[src/rtl/alu_issue_ctrl.sv]
// Issue/execute stage in front of the 16-bit LE/XOR ALU.
// A single EX register drives the ALU; its results go, tagged, into a small circular result FIFO.
module alu_issue_ctrl #(
  parameter int unsigned DEPTH = 4,
  parameter int unsigned TAG_W = 4
) (
  input  logic                     clk,
  input  logic                     rst_n,
  input  logic                     in_valid,
  output logic                     in_ready,
  input  logic [15:0]              in_a,
  input  logic [15:0]              in_b,
  input  logic [3:0]               in_opcode,
  input  logic [TAG_W-1:0]         in_tag,
  output logic [15:0]              alu_a,
  output logic [15:0]              alu_b,
  output logic [3:0]               alu_opcode,
  input  logic [15:0]              alu_result,
  output logic                     out_valid,
  input  logic                     out_ready,
  output logic [15:0]              out_result,
  output logic [TAG_W-1:0]         out_tag,
  output logic                     out_illegal,
  output logic [$clog2(DEPTH):0]   fifo_count,
  output logic [7:0]               illegal_cnt
);

  localparam int unsigned PTR_W = $clog2(DEPTH);
  localparam int unsigned CNT_W = PTR_W + 1;
  localparam logic [3:0]  OP_LE  = 4'h4;
  localparam logic [3:0]  OP_XOR = 4'h5;

  typedef struct packed {
    logic [15:0]      result;
    logic [TAG_W-1:0] tag;
    logic             illegal;
  } entry_t;

  logic             ex_valid;
  logic [15:0]      ex_a;
  logic [15:0]      ex_b;
  logic [3:0]       ex_op;
  logic [TAG_W-1:0] ex_tag;

  entry_t           mem [DEPTH];
  logic [PTR_W-1:0] wr_ptr;
  logic [PTR_W-1:0] rd_ptr;
  logic [CNT_W-1:0] count;
  logic [7:0]       ill_cnt;

  logic   fifo_full;
  logic   fifo_empty;
  logic   accept;
  logic   push;
  logic   pop;
  logic   ex_illegal;
  entry_t push_entry;

  assign fifo_full  = (count == CNT_W'(DEPTH));
  assign fifo_empty = (count == '0);
  assign in_ready   = !ex_valid || !fifo_full;
  assign accept     = in_valid && in_ready;
  assign push       = ex_valid && !fifo_full;
  assign pop        = out_ready && !fifo_empty;
  assign ex_illegal = (ex_op != OP_LE) && (ex_op != OP_XOR);

  assign alu_a      = ex_a;
  assign alu_b      = ex_b;
  assign alu_opcode = ex_valid ? ex_op : 4'h0;

  assign out_valid   = !fifo_empty;
  assign out_result  = mem[rd_ptr].result;
  assign out_tag     = mem[rd_ptr].tag;
  assign out_illegal = mem[rd_ptr].illegal;
  assign fifo_count  = count;
  assign illegal_cnt = ill_cnt;

  // Illegal opcodes bypass the ALU and carry a zero result.
  always_comb begin
    push_entry.result  = ex_illegal ? 16'h0000 : alu_result;
    push_entry.tag     = ex_tag;
    push_entry.illegal = ex_illegal;
  end

  // EX register: reload on accept, otherwise empty once pushed, else hold.
  always_ff @(posedge clk or negedge rst_n) begin
    if (!rst_n) begin
      ex_valid <= 1'b0;
      ex_a     <= '0;
      ex_b     <= '0;
      ex_op    <= '0;
      ex_tag   <= '0;
    end else if (accept) begin
      ex_valid <= 1'b1;
      ex_a     <= in_a;
      ex_b     <= in_b;
      ex_op    <= in_opcode;
      ex_tag   <= in_tag;
    end else if (push) begin
      ex_valid <= 1'b0;
    end
  end

  // Result FIFO storage and pointers; a push while full waits for the next edge.
  always_ff @(posedge clk or negedge rst_n) begin
    if (!rst_n) begin
      for (int unsigned i = 0; i < DEPTH; i++) mem[i] <= '0;
      wr_ptr <= '0;
      rd_ptr <= '0;
      count  <= '0;
    end else begin
      if (push) begin
        mem[wr_ptr] <= push_entry;
        wr_ptr      <= wr_ptr + PTR_W'(1);
      end
      if (pop) rd_ptr <= rd_ptr + PTR_W'(1);
      unique case ({push, pop})
        2'b10:   count <= count + CNT_W'(1);
        2'b01:   count <= count - CNT_W'(1);
        default: count <= count;
      endcase
    end
  end

  // Saturating illegal-opcode counter, stepped at the push edge.
  always_ff @(posedge clk or negedge rst_n) begin
    if (!rst_n) begin
      ill_cnt <= '0;
    end else if (push && ex_illegal && (ill_cnt != 8'hFF)) begin
      ill_cnt <= ill_cnt + 8'd1;
    end
  end

endmodule
[config.mk]
export PLATFORM = sky130hd
export DESIGN_NAME = alu_issue_ctrl
export DESIGN_NICKNAME = d
export VERILOG_FILES = /design/src/rtl/alu_issue_ctrl.sv
export SDC_FILE = /design/constraint.sdc
export NUM_CORES = 1
export LEC_CHECK = 0
export CORE_ASPECT_RATIO = 1.4
export CORE_MARGIN = 2
export CORE_UTILIZATION = 47
export CTS_CLUSTER_SIZE = 12
export DETAILED_ROUTE_END_ITERATION = 6
export HOLD_SLACK_MARGIN = 0.1
export PLACE_DENSITY_LB_ADDON = 0.1
export SETUP_SLACK_MARGIN = 0.05
export SYNTH_ARGS = -nofsm -noshare
export SYNTH_HDL_FRONTEND = slang
export SYNTH_SLANG_ARGS = --single-unit
[constraint.sdc]
create_clock -name clk -period 2.3 [get_ports clk]
set_input_delay 0.46 -clock clk [delete_from_list [all_inputs] [get_ports clk]]
set_output_delay 0.46 -clock clk [all_outputs]
set_load 0.05 [all_outputs]
# After elaboration in Yosys (flattened, before gate mapping)
# Cells that the tools add are included.
dict set report op_classes {
  addsub 5
  n_lt_le_gt_ge 3
  eq_ne 6
  mux 11
  bitwise 2
  n_reduce_logical 14
}
# cell n
set ops {}
lappend ops {{84-bit bitwise mux} 1}
lappend ops {{21-bit 2-to-1 mux} 3}
lappend ops {{21-bit binary-select mux with 2-bit select} 1}
lappend ops {{21-bit demux with 2-bit select} 1}
lappend ops {{16-bit 2-to-1 mux} 1}
lappend ops {{8-bit by 1-bit adder with 8-bit output, second input constant} 1}
lappend ops {{4-bit by 3-bit inequality test with 1-bit output, second input constant} 2}
lappend ops {{8-bit inequality test, second input constant} 1}
lappend ops {{1-bit logical AND} 7}
lappend ops {{3-bit greater-or-equal comparator, second input constant} 2}
lappend ops {{2-bit NOT with 3-bit output} 2}
lappend ops {{3-bit case mux with 2 select lines} 1}
lappend ops {{2-bit by 1-bit adder with 2-bit output, second input constant} 2}
lappend ops {{4-bit 2-to-1 mux} 1}
lappend ops {{2-bit nonzero test} 2}
lappend ops {{3-bit by 1-bit adder with 3-bit output, second input constant} 1}
lappend ops {{3-bit equality test, second input constant} 1}
lappend ops {{1-bit zero test} 3}
lappend ops {{3-bit zero test} 1}
lappend ops {{3-bit by 1-bit less-than comparator with 1-bit output, second input constant} 1}
lappend ops {{3-bit by 1-bit subtractor with 3-bit output, second input constant} 1}
lappend ops {{2-bit by 1-bit equality test with 1-bit output, second input constant} 1}
lappend ops {{2-bit equality test, second input constant} 1}
lappend ops {{1-bit 2-to-1 mux} 2}
lappend ops {{1-bit logical OR} 1}
dict set report word_totals {
  regBits 140
  inputBits 60
  output_inout_bits 70
  word_cells 62
}

# Logic depth before layout (Yosys ltp)
dict set report logic_depth {
  depth_word 6
  ltp_mapped 9
  depth_no_buf 9
}

# Least setup slack after synthesis
# No wires, ideal clock.
dict set report synth_timing {
  path_type {reg-to-reg}
  from {reg count[2], in the netlist fifo_count[2]}
  to {reg count[2], in the netlist fifo_count[2]}
  setup_time_ns 0.082
  t_arrival_ns 2.410
  required_ns 2.218
  path_slack_ns -0.192
  stages_incl_launch_ff 10
  n_path_buf 0
  period_less_slack_ns 2.492
  path_cell_list {dfrtp_1 > or3b_4 > and2_2 > inv_1 > ha_1 > inv_1 > fa_1 > xor2_1 > nor2_1 > xor2_1}
}
dict set report synth_between {
  elab_chain_cells 5
  elab_cells_between_ends 12
  cone_classes {add/sub: 2; eq/ne: 3; mux: 1; reduce/logical: 6}
}
# item line_no
set synth_lines {}
lappend synth_lines {{start: declaration} 48} ;# logic [CNT_W-1:0] count;
lappend synth_lines {{start signal: assignment} 118} ;# 2'b10: count <= count + CNT_W'(1);
lappend synth_lines {{start signal: assignment} 119} ;# 2'b01: count <= count - CNT_W'(1);
lappend synth_lines {{start signal: assignment} 120} ;# default: count <= count;
lappend synth_lines {{3-bit equality test / 3-bit zero test (equally long branches)} {59, 60}}
lappend synth_lines {{1-bit zero test, on equally long branches} {63, 64}}
lappend synth_lines {{1-bit logical AND, on equally long branches} {63, 64}}
lappend synth_lines {{2-bit by 1-bit equality test with 1-bit output / 2-bit equality test (equally long branches)} 117} ;# unique case ({push, pop})
lappend synth_lines {{3-bit case mux with 2 select lines / 2-bit nonzero test (equally long branches)} --}
# Several ways; a longest one is shown, not always the timed one.
# A chain may end at the register's enable or synchronous reset.

# Final worst setup path
dict set report layout_timing {
  from {reg rd_ptr[0]}
  to {out out_result[7]}
}
dict set report layout_between {
  elab_chain_cells 4
}
# item line_no
set layout_lines {}
lappend layout_lines {{start: declaration} 47} ;# logic [PTR_W-1:0] rd_ptr;
lappend layout_lines {{start signal: assignment} 116} ;# if (pop) rd_ptr <= rd_ptr + PTR_W'(1);
lappend layout_lines {{2-bit NOT with 3-bit output (implied by the code)} 72} ;# assign out_result = mem[rd_ptr].result;
lappend layout_lines {{21-bit binary-select mux with 2-bit select} 72}
lappend layout_lines {{21-bit 2-to-1 mux (2 in a row)} --}
lappend layout_lines {{end: declaration} 21} ;# output logic [15:0] out_result,
# No other way between the ends. The select of a mux whose other input is x is not followed.

==> run summary <==
Status = complete, no violations
Power Total = 13.4 mW
Final setup viols = 0
Leakage power = 4.10 nW
Mean instance size in the synthesized netlist = 16.7 um2
Number of slew-limit violations in the final report = 0
Area delta synth->final = 36.5%
DRT met1 WL = 5600 um
Total I/O pin count = 130
Global-route wire length before repair = 22,200 um
Clock tree sinks = 140
Final hold violation count = 0
Share of the yosys chip area belonging to registers = 53.6%
TritonCTS clock tree = built
Maximum fanout encountered on the critical timing path = 6
Fmax achieved = 440 MHz
Highest routed layer = met4
Hold Crit Class = flip-flop to flip-flop
Floorplan die height = 143 um
Async SR Flop Fraction = 100%
GP Congestion = 0.736
Number of violations of the max-capacitance limit = 0
Routed via count = 3,761
Kind of end point of the critical path = output port
Core ar. = 13,700 um2
Detailed placement HPWL = 8800 um
Drt via density = 5.12
Total length of routed met2 wires = 6730 um
PwrDens = 1500 nW/um2
Peak supply drop = 0.000778 V
Detailed-route wire length per cell = 18.1 um
Fin crit share = 98.8%
Top FF cell, synth = dfrtp_1
Antenna-violating nets left = 0
H-tree levels = 4
Transition at the pin with the smallest max-transition slack = 586 ps
Number of antenna violations at the first check in global routing = 0
Worst EP required = 1840 ps
Flip-flop and latch count after synthesis = 140
Area of the die = 14,900 um2
Instance count of the mapped netlist = 392
Row cnt = 51
Detailed Route WL = 13,300 um
Startpoint kind of the worst setup timing path = flip-flop
Met3 wire length = 727 um
Number of synthesis warnings = 0
Port buffer count = 129
Layout cell share with drive strength beyond 1 = 40.7%
Worst path arrival time = 1810 ps
Aggregate global routing overflow = 0
Max Clock Skew = 6.99 ps
Via count of the first global-routing pass = 4,282
RSZ-0062 raised after global routing = yes
Min Hold Slack = 483 ps
Clock Latency Late Sink = 420 ps
Clock Root Buffer = clkbuf_16
Number of clock buffers inserted by TritonCTS = 17
Antenna diode count = 0
Post-synthesis instance area = 6530 um2
Remaining routing DRC violations = 0
WS Path Type = flip-flop to output port
Die outline width = 104 um
Largest net degree at the start of global routing = 63
Number of nets in the synthesized netlist = 459
1st-pass router iterations = 4
Detailed Route Iter0 Violations = 114
# nets final = 604
Rel. slew slack = 61.0%
Post-synth EDFFs = 0
Final period demand of the worst path = 2270 ps
Effective utilization at floorplan = 47.6%
Buffer depth of the longest clock path = 2
Post-synthesis cell type count = 37
Overall global routing resource usage = 19.2%
Clock slew at the register clock pins of the worst setup and hold paths = 60 ps
[final cells by class]
type | instances | area [um2]
Multi-Input combinational cell | 225 | 2790
Fill cell | 997 | 4810
Inverter | 7 | 26.3
Timing Repair Buffer | 146 | 1740
Clock buffer | 20 | 447
Sequential cell | 140 | 3510
Tap cell | 185 | 231
Clock inverter | 12 | 169
[critical path, stage by stage (launching register included)]
cell     delay, ps
dfrtp_2        450
buf_4          210
mux4_2         560
buf_12         170
[power breakdown]
part,internal [mW],switching [mW]
registers,3.38,0.599
logic,3.31,3.26
clock network,1.84,1.03
total,8.52,4.89
[path summary, 6_finish.rpt]
path                                from       endpoint  slack [ps]  cells past startpoint
min reg2reg                      mem[21]        mem[21]         480                      2
min                              mem[21]        mem[21]         480                      2
max reg2reg                fifo_count[0]  fifo_count[2]         160                      9
min in group asynchronous          rst_n        mem[79]         600                      2
max in group asynchronous          rst_n       ex_op[0]         990                      3
max                            rd_ptr[0]  out_result[7]          30                      3
[state kept, by name (all words and copies together) (netlist names)]
register and cells:
illegal_cnt 8, mem 84, alu_b 16, fifo_count 3, wr_ptr 2, ex_op 4, ex_valid 1, ex_tag 4
rd_ptr 2, alu_a 16
[cell usage after synthesis, types with 2 or more instances]
library cell	n	area, um2
xor2_1	4	35.0
buf_12	8	160
mux2_4	72	1080
o21ai_0	6	30.0
nor3b_2	2	25.0
mux4_2	21	473
and3_1	2	12.5
a21oi_1	2	10.0
nand2_1	9	33.8
mux2_2	38	428
mux2_1	14	158
nor2_1	2	7.51
ha_1	6	75.1
dfrtp_1	140	3500
a31oi_1	2	12.5
clkbuf_1	3	11.3
nand3_4	4	70.1
inv_1	7	26.3
nand4_1	3	18.8
xnor2_1	4	35.0
buf_2	4	20.0
buf_6	4	45.0
and2_1	21	131
[through the flow]
step                cells  setup WS [ps]  instance area [um2]  TNS, ps  util [%]
finish                735           27.7                 8910        0      65.0
global route          735          -20.2                 8910     -124      65.0
CTS                   734          -11.7                 8910    -15.2      64.9
detailed placement    700           83.4                 8270        0      60.3
global placement      700            122                 8270        0      60.3
floorplan             392           33.9                 6560        0         -
[logic make-up (layout without fill, tap and decap cells)]
logic type,count (synthesis),in the layout,share of synthesized area [%]
AO/OA/AOI/OAI,12,12,1.03
flip-flops,140,140,53.6
buffers and inverters,27,185,4.08
XOR/XNOR,8,8,1.07
AND/OR/NAND/NOR,52,52,5.80
adder cells (fa/ha/maj),7,7,1.46
multiplexers,146,146,32.9
[layer usage]
| layer | up-vias | GRT usage [%] |
|---|---|---|
| li1 | 1684 | - |
| met1 | 1958 | 23.4 |
| met2 | 98 | 31.9 |
| met3 | 21 | 6.85 |
| met4 | 0 | 6.90 |
| met5 | - | 0 |
[layout by cell type, fill, tap and decap left out, types with 2 or more instances in the layout]
cell and count:
xnor2_1 4, clkinv_2 5, buf_4 11, nand4_1 3
a21oi_1 2, o21ai_0 6, and3_1 2, clkbuf_1 2
nand3_4 4, mux4_2 21, mux2_1 14, inv_1 5
clkbuf_16 17, inv_2 2, clkinvlp_4 2, mux2_2 38
ha_1 5, dfrtp_1 136, and2_1 21, xor2_1 4
dfrtp_2 4, bufinv_16 4, nor3b_4 2, nor2_1 2
a31oi_1 2, buf_12 31, nand2_1 9, clkdlybuf4s50_1 101
mux2_4 72
[timing repair]
item,CTS,global route
endpoints found under the hold margin,60,0
setup endpoints to repair,17,20
gates resized for setup,1,0
buffers inserted,1,1
hold buffers,1,0
(Power assumes the default switching activity.)
